File: src/rtl/dds_key_pkg.sv
// dds_key_pkg: shared types and defaults for the key event decoder.
// Holds the FSM state encoding and the default cycle counts for the
// 50 MHz system clock, plus small elaboration-time helpers.
package dds_key_pkg;

    // FSM state encoding; the values are fixed so debug taps and
    // checkers can decode the state without the package.
    typedef enum logic [1:0] {
        WAIT_REL = 2'd0,
        IDLE     = 2'd1,
        PRESSED  = 2'd2,
        HELD     = 2'd3
    } key_state_t;

    // Defaults for a 50 MHz clock: 1.0 s to long press, 0.2 s repeat.
    localparam int LONG_CYCLES_DEF   = 50_000_000;
    localparam int REPEAT_CYCLES_DEF = 10_000_000;
    localparam int CNT_W_DEF         = 26;

    // Larger of two cycle counts.
    function automatic int max_cycles(input int a, input int b);
        return (a > b) ? a : b;
    endfunction

    // True when a counter of width w can hold values 0 .. n-1.
    function automatic bit cnt_fits(input int w, input int n);
        return (longint'(1) << w) >= longint'(n);
    endfunction

endpackage

File: src/rtl/key_event_decoder_if.sv
// key_event_decoder_if: debounced key level in, action events out.
//
// Signalling: key_in is a level, already synchronous to the clock and
// free of bounce. short_pulse, long_pulse and repeat_pulse are
// single-cycle strobes with no back-pressure: the consumer must take
// them in the cycle they are high. At most one strobe is high per cycle.
// key_held is a level that is high while a press is being timed.
interface key_event_decoder_if;
    logic key_in;
    logic short_pulse;
    logic long_pulse;
    logic repeat_pulse;
    logic key_held;

    // Upstream side: debounce stage drives the key, observes the events.
    modport master (
        output key_in,
        input  short_pulse,
        input  long_pulse,
        input  repeat_pulse,
        input  key_held
    );

    // Decoder side: consumes the key level, produces the events.
    modport slave (
        input  key_in,
        output short_pulse,
        output long_pulse,
        output repeat_pulse,
        output key_held
    );
endinterface

File: src/rtl/key_event_decoder.sv
// key_event_decoder: times a debounced key level and emits short-press,
// long-press and auto-repeat strobes. All outputs are registered.
// Optional feature macro: KEY_REPEAT_EN (auto-repeat while held). When
// undefined, HELD only waits for release and repeat_pulse is constant 0.
module key_event_decoder
    import dds_key_pkg::*;
#(
    parameter bit ACTIVE_LEVEL  = 1'b0,
    parameter int LONG_CYCLES   = LONG_CYCLES_DEF,
    parameter int REPEAT_CYCLES = REPEAT_CYCLES_DEF,
    parameter int CNT_W         = CNT_W_DEF
) (
    input  logic                      clk,
    input  logic                      rst_n,
    key_event_decoder_if.slave        key_if,
    output key_state_t                state_dbg
);

    // Reject configurations the counter cannot time.
    if (LONG_CYCLES < 2) begin : g_bad_long
        $error("key_event_decoder: LONG_CYCLES must be at least 2");
    end
    if (REPEAT_CYCLES < 2) begin : g_bad_repeat
        $error("key_event_decoder: REPEAT_CYCLES must be at least 2");
    end
    if (!cnt_fits(CNT_W, max_cycles(LONG_CYCLES, REPEAT_CYCLES))) begin : g_bad_width
        $error("key_event_decoder: CNT_W too narrow for the cycle counts");
    end

    localparam logic [CNT_W-1:0] LONG_LAST = CNT_W'(LONG_CYCLES - 1);
`ifdef KEY_REPEAT_EN
    localparam logic [CNT_W-1:0] REPEAT_LAST = CNT_W'(REPEAT_CYCLES - 1);
`endif

    logic             act_q;
    key_state_t       state;
    logic [CNT_W-1:0] cnt;
    logic             short_q;
    logic             long_q;
    logic             held_q;

    // Normalise the key to "pressed" = 1; reset treats the key as pressed
    // so a key held through reset is ignored until released.
    always_ff @(posedge clk or negedge rst_n) begin
        if (!rst_n) begin
            act_q <= 1'b1;
        end else begin
            act_q <= (key_if.key_in == ACTIVE_LEVEL);
        end
    end

`ifdef KEY_REPEAT_EN
    logic repeat_q;

    // Press timing FSM with counter and registered strobes (repeat build).
    always_ff @(posedge clk or negedge rst_n) begin
        if (!rst_n) begin
            state    <= WAIT_REL;
            cnt      <= '0;
            short_q  <= 1'b0;
            long_q   <= 1'b0;
            repeat_q <= 1'b0;
            held_q   <= 1'b0;
        end else begin
            short_q  <= 1'b0;
            long_q   <= 1'b0;
            repeat_q <= 1'b0;
            case (state)
                WAIT_REL: begin
                    if (!act_q) begin
                        state <= IDLE;
                    end
                end
                IDLE: begin
                    if (act_q) begin
                        state  <= PRESSED;
                        cnt    <= '0;
                        held_q <= 1'b1;
                    end
                end
                PRESSED: begin
                    // Release is checked first so it wins over the threshold.
                    if (!act_q) begin
                        short_q <= 1'b1;
                        held_q  <= 1'b0;
                        state   <= IDLE;
                    end else if (cnt == LONG_LAST) begin
                        long_q <= 1'b1;
                        cnt    <= '0;
                        state  <= HELD;
                    end else begin
                        cnt <= cnt + CNT_W'(1);
                    end
                end
                HELD: begin
                    if (!act_q) begin
                        held_q <= 1'b0;
                        state  <= IDLE;
                    end else if (cnt == REPEAT_LAST) begin
                        repeat_q <= 1'b1;
                        cnt      <= '0;
                    end else begin
                        cnt <= cnt + CNT_W'(1);
                    end
                end
                default: begin
                    state  <= WAIT_REL;
                    held_q <= 1'b0;
                end
            endcase
        end
    end

    assign key_if.repeat_pulse = repeat_q;
`else
    // Press timing FSM with counter and registered strobes (no repeat).
    always_ff @(posedge clk or negedge rst_n) begin
        if (!rst_n) begin
            state   <= WAIT_REL;
            cnt     <= '0;
            short_q <= 1'b0;
            long_q  <= 1'b0;
            held_q  <= 1'b0;
        end else begin
            short_q <= 1'b0;
            long_q  <= 1'b0;
            case (state)
                WAIT_REL: begin
                    if (!act_q) begin
                        state <= IDLE;
                    end
                end
                IDLE: begin
                    if (act_q) begin
                        state  <= PRESSED;
                        cnt    <= '0;
                        held_q <= 1'b1;
                    end
                end
                PRESSED: begin
                    // Release is checked first so it wins over the threshold.
                    if (!act_q) begin
                        short_q <= 1'b1;
                        held_q  <= 1'b0;
                        state   <= IDLE;
                    end else if (cnt == LONG_LAST) begin
                        long_q <= 1'b1;
                        cnt    <= '0;
                        state  <= HELD;
                    end else begin
                        cnt <= cnt + CNT_W'(1);
                    end
                end
                HELD: begin
                    // Counter stays at 0; only a release leaves this state.
                    if (!act_q) begin
                        held_q <= 1'b0;
                        state  <= IDLE;
                    end
                end
                default: begin
                    state  <= WAIT_REL;
                    held_q <= 1'b0;
                end
            endcase
        end
    end

    assign key_if.repeat_pulse = 1'b0;
`endif

    assign key_if.short_pulse = short_q;
    assign key_if.long_pulse  = long_q;
    assign key_if.key_held    = held_q;
    assign state_dbg          = state;

endmodule

File: src/flat_wrapper.sv
// flat-port wrapper written by rule: the top's interface ports become plain ports
module key_event_decoder_flat import dds_key_pkg::*;
#(
    parameter bit ACTIVE_LEVEL  = 1'b0,
    parameter int LONG_CYCLES   = LONG_CYCLES_DEF,
    parameter int REPEAT_CYCLES = REPEAT_CYCLES_DEF,
    parameter int CNT_W         = CNT_W_DEF
)
  (clk, rst_n, state_dbg, key_if_key_in, key_if_short_pulse, key_if_long_pulse, key_if_repeat_pulse, key_if_key_held);
  key_event_decoder_if key_if_i ();
  input  logic clk;
  input  logic rst_n;
  output key_state_t state_dbg;
  input wire logic [$bits(key_if_i.key_in)-1:0] key_if_key_in;
  output wire logic [$bits(key_if_i.short_pulse)-1:0] key_if_short_pulse;
  output wire logic [$bits(key_if_i.long_pulse)-1:0] key_if_long_pulse;
  output wire logic [$bits(key_if_i.repeat_pulse)-1:0] key_if_repeat_pulse;
  output wire logic [$bits(key_if_i.key_held)-1:0] key_if_key_held;
  assign key_if_i.key_in = key_if_key_in;
  assign key_if_short_pulse = key_if_i.short_pulse;
  assign key_if_long_pulse = key_if_i.long_pulse;
  assign key_if_repeat_pulse = key_if_i.repeat_pulse;
  assign key_if_key_held = key_if_i.key_held;
  key_event_decoder #(.ACTIVE_LEVEL(ACTIVE_LEVEL), .LONG_CYCLES(LONG_CYCLES), .REPEAT_CYCLES(REPEAT_CYCLES), .CNT_W(CNT_W)) u_core (.clk(clk), .rst_n(rst_n), .key_if(key_if_i), .state_dbg(state_dbg));
endmodule
File: config.mk
export PLATFORM = sky130hd
export DESIGN_NAME = key_event_decoder_flat
export DESIGN_NICKNAME = d
export VERILOG_FILES = /design/src/rtl/dds_key_pkg.sv /design/src/rtl/key_event_decoder_if.sv /design/src/rtl/key_event_decoder.sv /design/src/flat_wrapper.sv
export SDC_FILE = /design/constraint.sdc
export NUM_CORES = 1
export LEC_CHECK = 0
export ABC_AREA = 1
export CAP_MARGIN = 20
export CORE_MARGIN = 4
export CORE_UTILIZATION = 55
export CTS_CLUSTER_SIZE = 20
export DETAILED_ROUTE_END_ITERATION = 7
export PLACE_DENSITY = 0.74
export SETUP_SLACK_MARGIN = 0.5
export SLEW_MARGIN = 10
export SYNTH_ARGS = -nofsm -noshare
export SYNTH_HDL_FRONTEND = slang
export SYNTH_SLANG_ARGS = --single-unit
export TNS_END_PERCENT = 50
File: constraint.sdc
create_clock -name clk -period 2.4 [get_ports clk]
set_clock_uncertainty 0.2 [all_clocks]
set_input_delay 0.36 -clock clk [delete_from_list [all_inputs] [get_ports clk]]
set_output_delay 0.36 -clock clk [all_outputs]
set_load 0.01 [all_outputs]
==> reports/qor.json <==
{
  "yosys-top-cells-area": "dfrtp_1, nand2_1, nor2_1",
  "max_freq_ghz": 0.533,
  "holdWs_ns": 0.199,
  "cp.arrival_ns": 1.31,
  "clock-root-buffer": "clkbuf_4",
  "worstRegToRegCells": 7,
  "postSynthNetCount": 285,
  "mostFrequentLayoutCell": "nand2_1",
  "share_of_yosys_cell_area_claimed_by_the_top_area_cell_type_pct": 39.9,
  "cts_buffer_depth": 2,
  "num_vias": 1790,
  "layout-drive-gt1-share_pct": 14.9,
  "die_x_um": 67.4,
  "flop2flop_setup_slack_ns": 0.57,
  "slowest_delay_ns": 0.55,
  "antenna_diode_count": 0,
  "wl_per_cell_um": 12.7,
  "tritoncts_clock_tree": "done",
  "layout.cells.non_filler": 348,
  "critical_path_class": "reg -> out",
  "grt_start_max_net_pins": 33,
  "hold_crit_class": "in -> async",
  "gr_usage_total_pct": 21.4,
  "postSynthRegisterBits": 32,
  "placed_cells": 328,
  "clock_tree.htree_level_count": 2,
  "critPathBufInv": 1,
  "chipHeight_um": 67.4,
  "drv_slew": 0,
  "global_placer_s_final_weighted_congestion": 0.857,
  "yosysWarningCount": 0,
  "cts_sinks": 32,
  "start_util_pct": 57.7,
  "most-common-layout-cells": "nand2_1, nor2_1, dfrtp_1",
  "routed_antenna_nets": 0,
  "vdd_drop_max_mv": 0.731,
  "finalWirelength_um": 4420,
  "dpl.hpwl_um": 3070,
  "cts.clk_slew.worst_paths_ns": 0.10,
  "clk-insertion-delay-late_ns": 0.35,
  "synthesis.area_per_instance_um2": 7.01,
  "number_of_global_route_vias_before_repair": 1634,
  "critical_register_to_register_path_startpoint": "u_core.cnt[0]$_DFFE_PN0P_",
  "outcome": "finished, final reports clean",
  "detail_route.drc_violations": 0,
  "end_kind": "primary output",
  "finalNetCount": 309,
  "port_buffers": 7,
  "area_growth_syn_to_layout_pct": 16.1,
  "crit_path_start_kind": "register",
  "cap_viol_max_count": 0,
  "drt_pre_antenna_iters": 4,
  "static_leakage_nw": 1.10,
  "core_um2": 3360,
  "fin_util_pct": 67.0,
  "timing.critical_path.cells": "clkdlybuf4s50_1",
  "antenna_violations_before_repair": 0,
  "crit_path_end": "state_dbg[1]",
  "rows": 21,
  "cts_hold_buffers": 0,
  "globalRoute.totalOverflow": 0,
  "io_pins": 9,
  "synth_area_leader_cell": "dfrtp_1",
  "die-area_um2": 4550,
  "rsz0062_at_grt": "yes",
  "crit_cells": 1,
  "critPathSlowestCell": "clkdlybuf4s50_1",
  "critical_path.startpoint": "u_core.state_dbg[1]$_DFFE_PN0P_",
  "final.period_utilization_pct": 78.1,
  "cts_made_buffers": 5,
  "drt-vias-per-instance": 5.14,
  "setup_viol": 0,
  "final_period_minus_worst_setup_slack_ns": 1.87,
  "netlist_instances": 277,
  "crit_family": "buffers and inverters",
  "fillers": 313,
  "worst_ep_required_time_ns": 1.84,
  "timing.rr.end": "u_core.cnt[22]$_DFFE_PN0P_",
  "violation_count_after_the_first_detailed_routing_iteration": 109,
  "placed_area_um2": 2050,
  "timing.setup.tns_ns": 0,
  "synth_cell_type_count": 30,
  "first_pass_grt_wire_length_um": 7230,
  "syn-cell-area_um2": 1940,
  "synth-seq-area-share_pct": 41.3,
  "timing.final.hold_violations": 0,
  "power_density_nw_per_um2": 701,
  "total_non_filler_cell_area_in_the_finished_layout_um2": 2250,
  "crit_fanout": 5
}
logic make-up after synthesis:
group	count (synthesis)	synth area share [%]
simple gates	185	40.9
buf+inv	33	7.41
flops	32	41.3
compound gates	17	5.15
fa+ha+maj	5	3.22
xor+xnor	4	1.80
other cells	1	0.193
per-layer routing:
metal	track usage [%]	up-vias	routed length (µm)
met4	9.11	0	62
met3	4.99	9	203
met1	26.7	816	1940
met5	0	-	0
li1	-	919	-
met2	35.5	46	2210
layout make-up:
| cell class | instances | area, µm² | area share [%] |
|---|---|---|---|
| Clock buffer | 8 | 58.8 | 2.61 |
| Multi-Input combinational cell | 213 | 1060 | 47.0 |
| Sequential cell | 32 | 803 | 35.6 |
| Timing Repair Buffer | 20 | 166 | 7.38 |
| Tap cell | 46 | 57.6 | 2.55 |
| Inverter | 29 | 109 | 4.83 |
state kept, by name, indices dropped and copies added (netlist names):
register	cells
u_core.key_if.long_pulse	1
u_core.cnt	26
u_core.act_q	1
u_core.key_if.key_held	1
u_core.key_if.short_pulse	1
u_core.state_dbg	2
repair_timing:
action                                  CTS  global route
gates resized for setup                   3            14
buffers inserted                          2             9
pin swaps                                 2             5
gates cloned                              0             1
endpoints found under the setup margin   14            24
power by group:
part	leakage [nW]	total, mW	internal, mW	switching (mW)
registers	0.433	0.636	0.588	0.0480
logic	0.638	0.612	0.252	0.360
clock network	0.0326	0.332	0.144	0.188
total	1.10	1.58	0.985	0.596
per-stage QoR:
step | worst slack [ns] | power, mW
2_1_floorplan | 0.514 | 0.991
3_3_place_gp | 0.501 | 1.11
3_5_place_dp | 0.410 | 1.12
4_1_cts | 0.494 | 1.47
5_1_grt | 0.421 | 1.70
6_report | 0.526 | 1.58
how the worst min path moves through the flow:
stage	startpoint	to	cells after the start
after global placement	u_core.key_if.key_held$_DFFE_PN0P_	u_core.key_if.key_held$_DFFE_PN0P_	2
after global routing	rst_n	u_core.cnt[12]$_DFFE_PN0P_	2
after detailed placement	u_core.key_if.key_held$_DFFE_PN0P_	u_core.key_if.key_held$_DFFE_PN0P_	2
final	rst_n	u_core.cnt[9]$_DFFE_PN0P_	2
after CTS	rst_n	u_core.cnt[12]$_DFFE_PN0P_	2
after floorplan	rst_n	u_core.cnt[0]$_DFFE_PN0P_	0
cells in the mapped netlist:
cell type and number:
nor2_4 1, nand4_1 10, o21ai_0 7, o21bai_1 1, nand2_2 4, conb_1 1, a21oi_1 4, nor3_1 5
nand3_1 14, xnor2_1 1, inv_2 1, o41ai_1 1, nand3b_1 2, dfstp_2 1, inv_1 28, ha_1 5
buf_4 1, or2_2 1, xor2_1 3, dfrtp_1 31, nor3b_1 1, o31ai_1 1, nand2_4 1, nand2_1 94
clkbuf_2 1, nor2_2 5, nor2_1 47, a21oi_2 1, a31oi_1 2, buf_6 2
(Power assumes the default switching activity.)
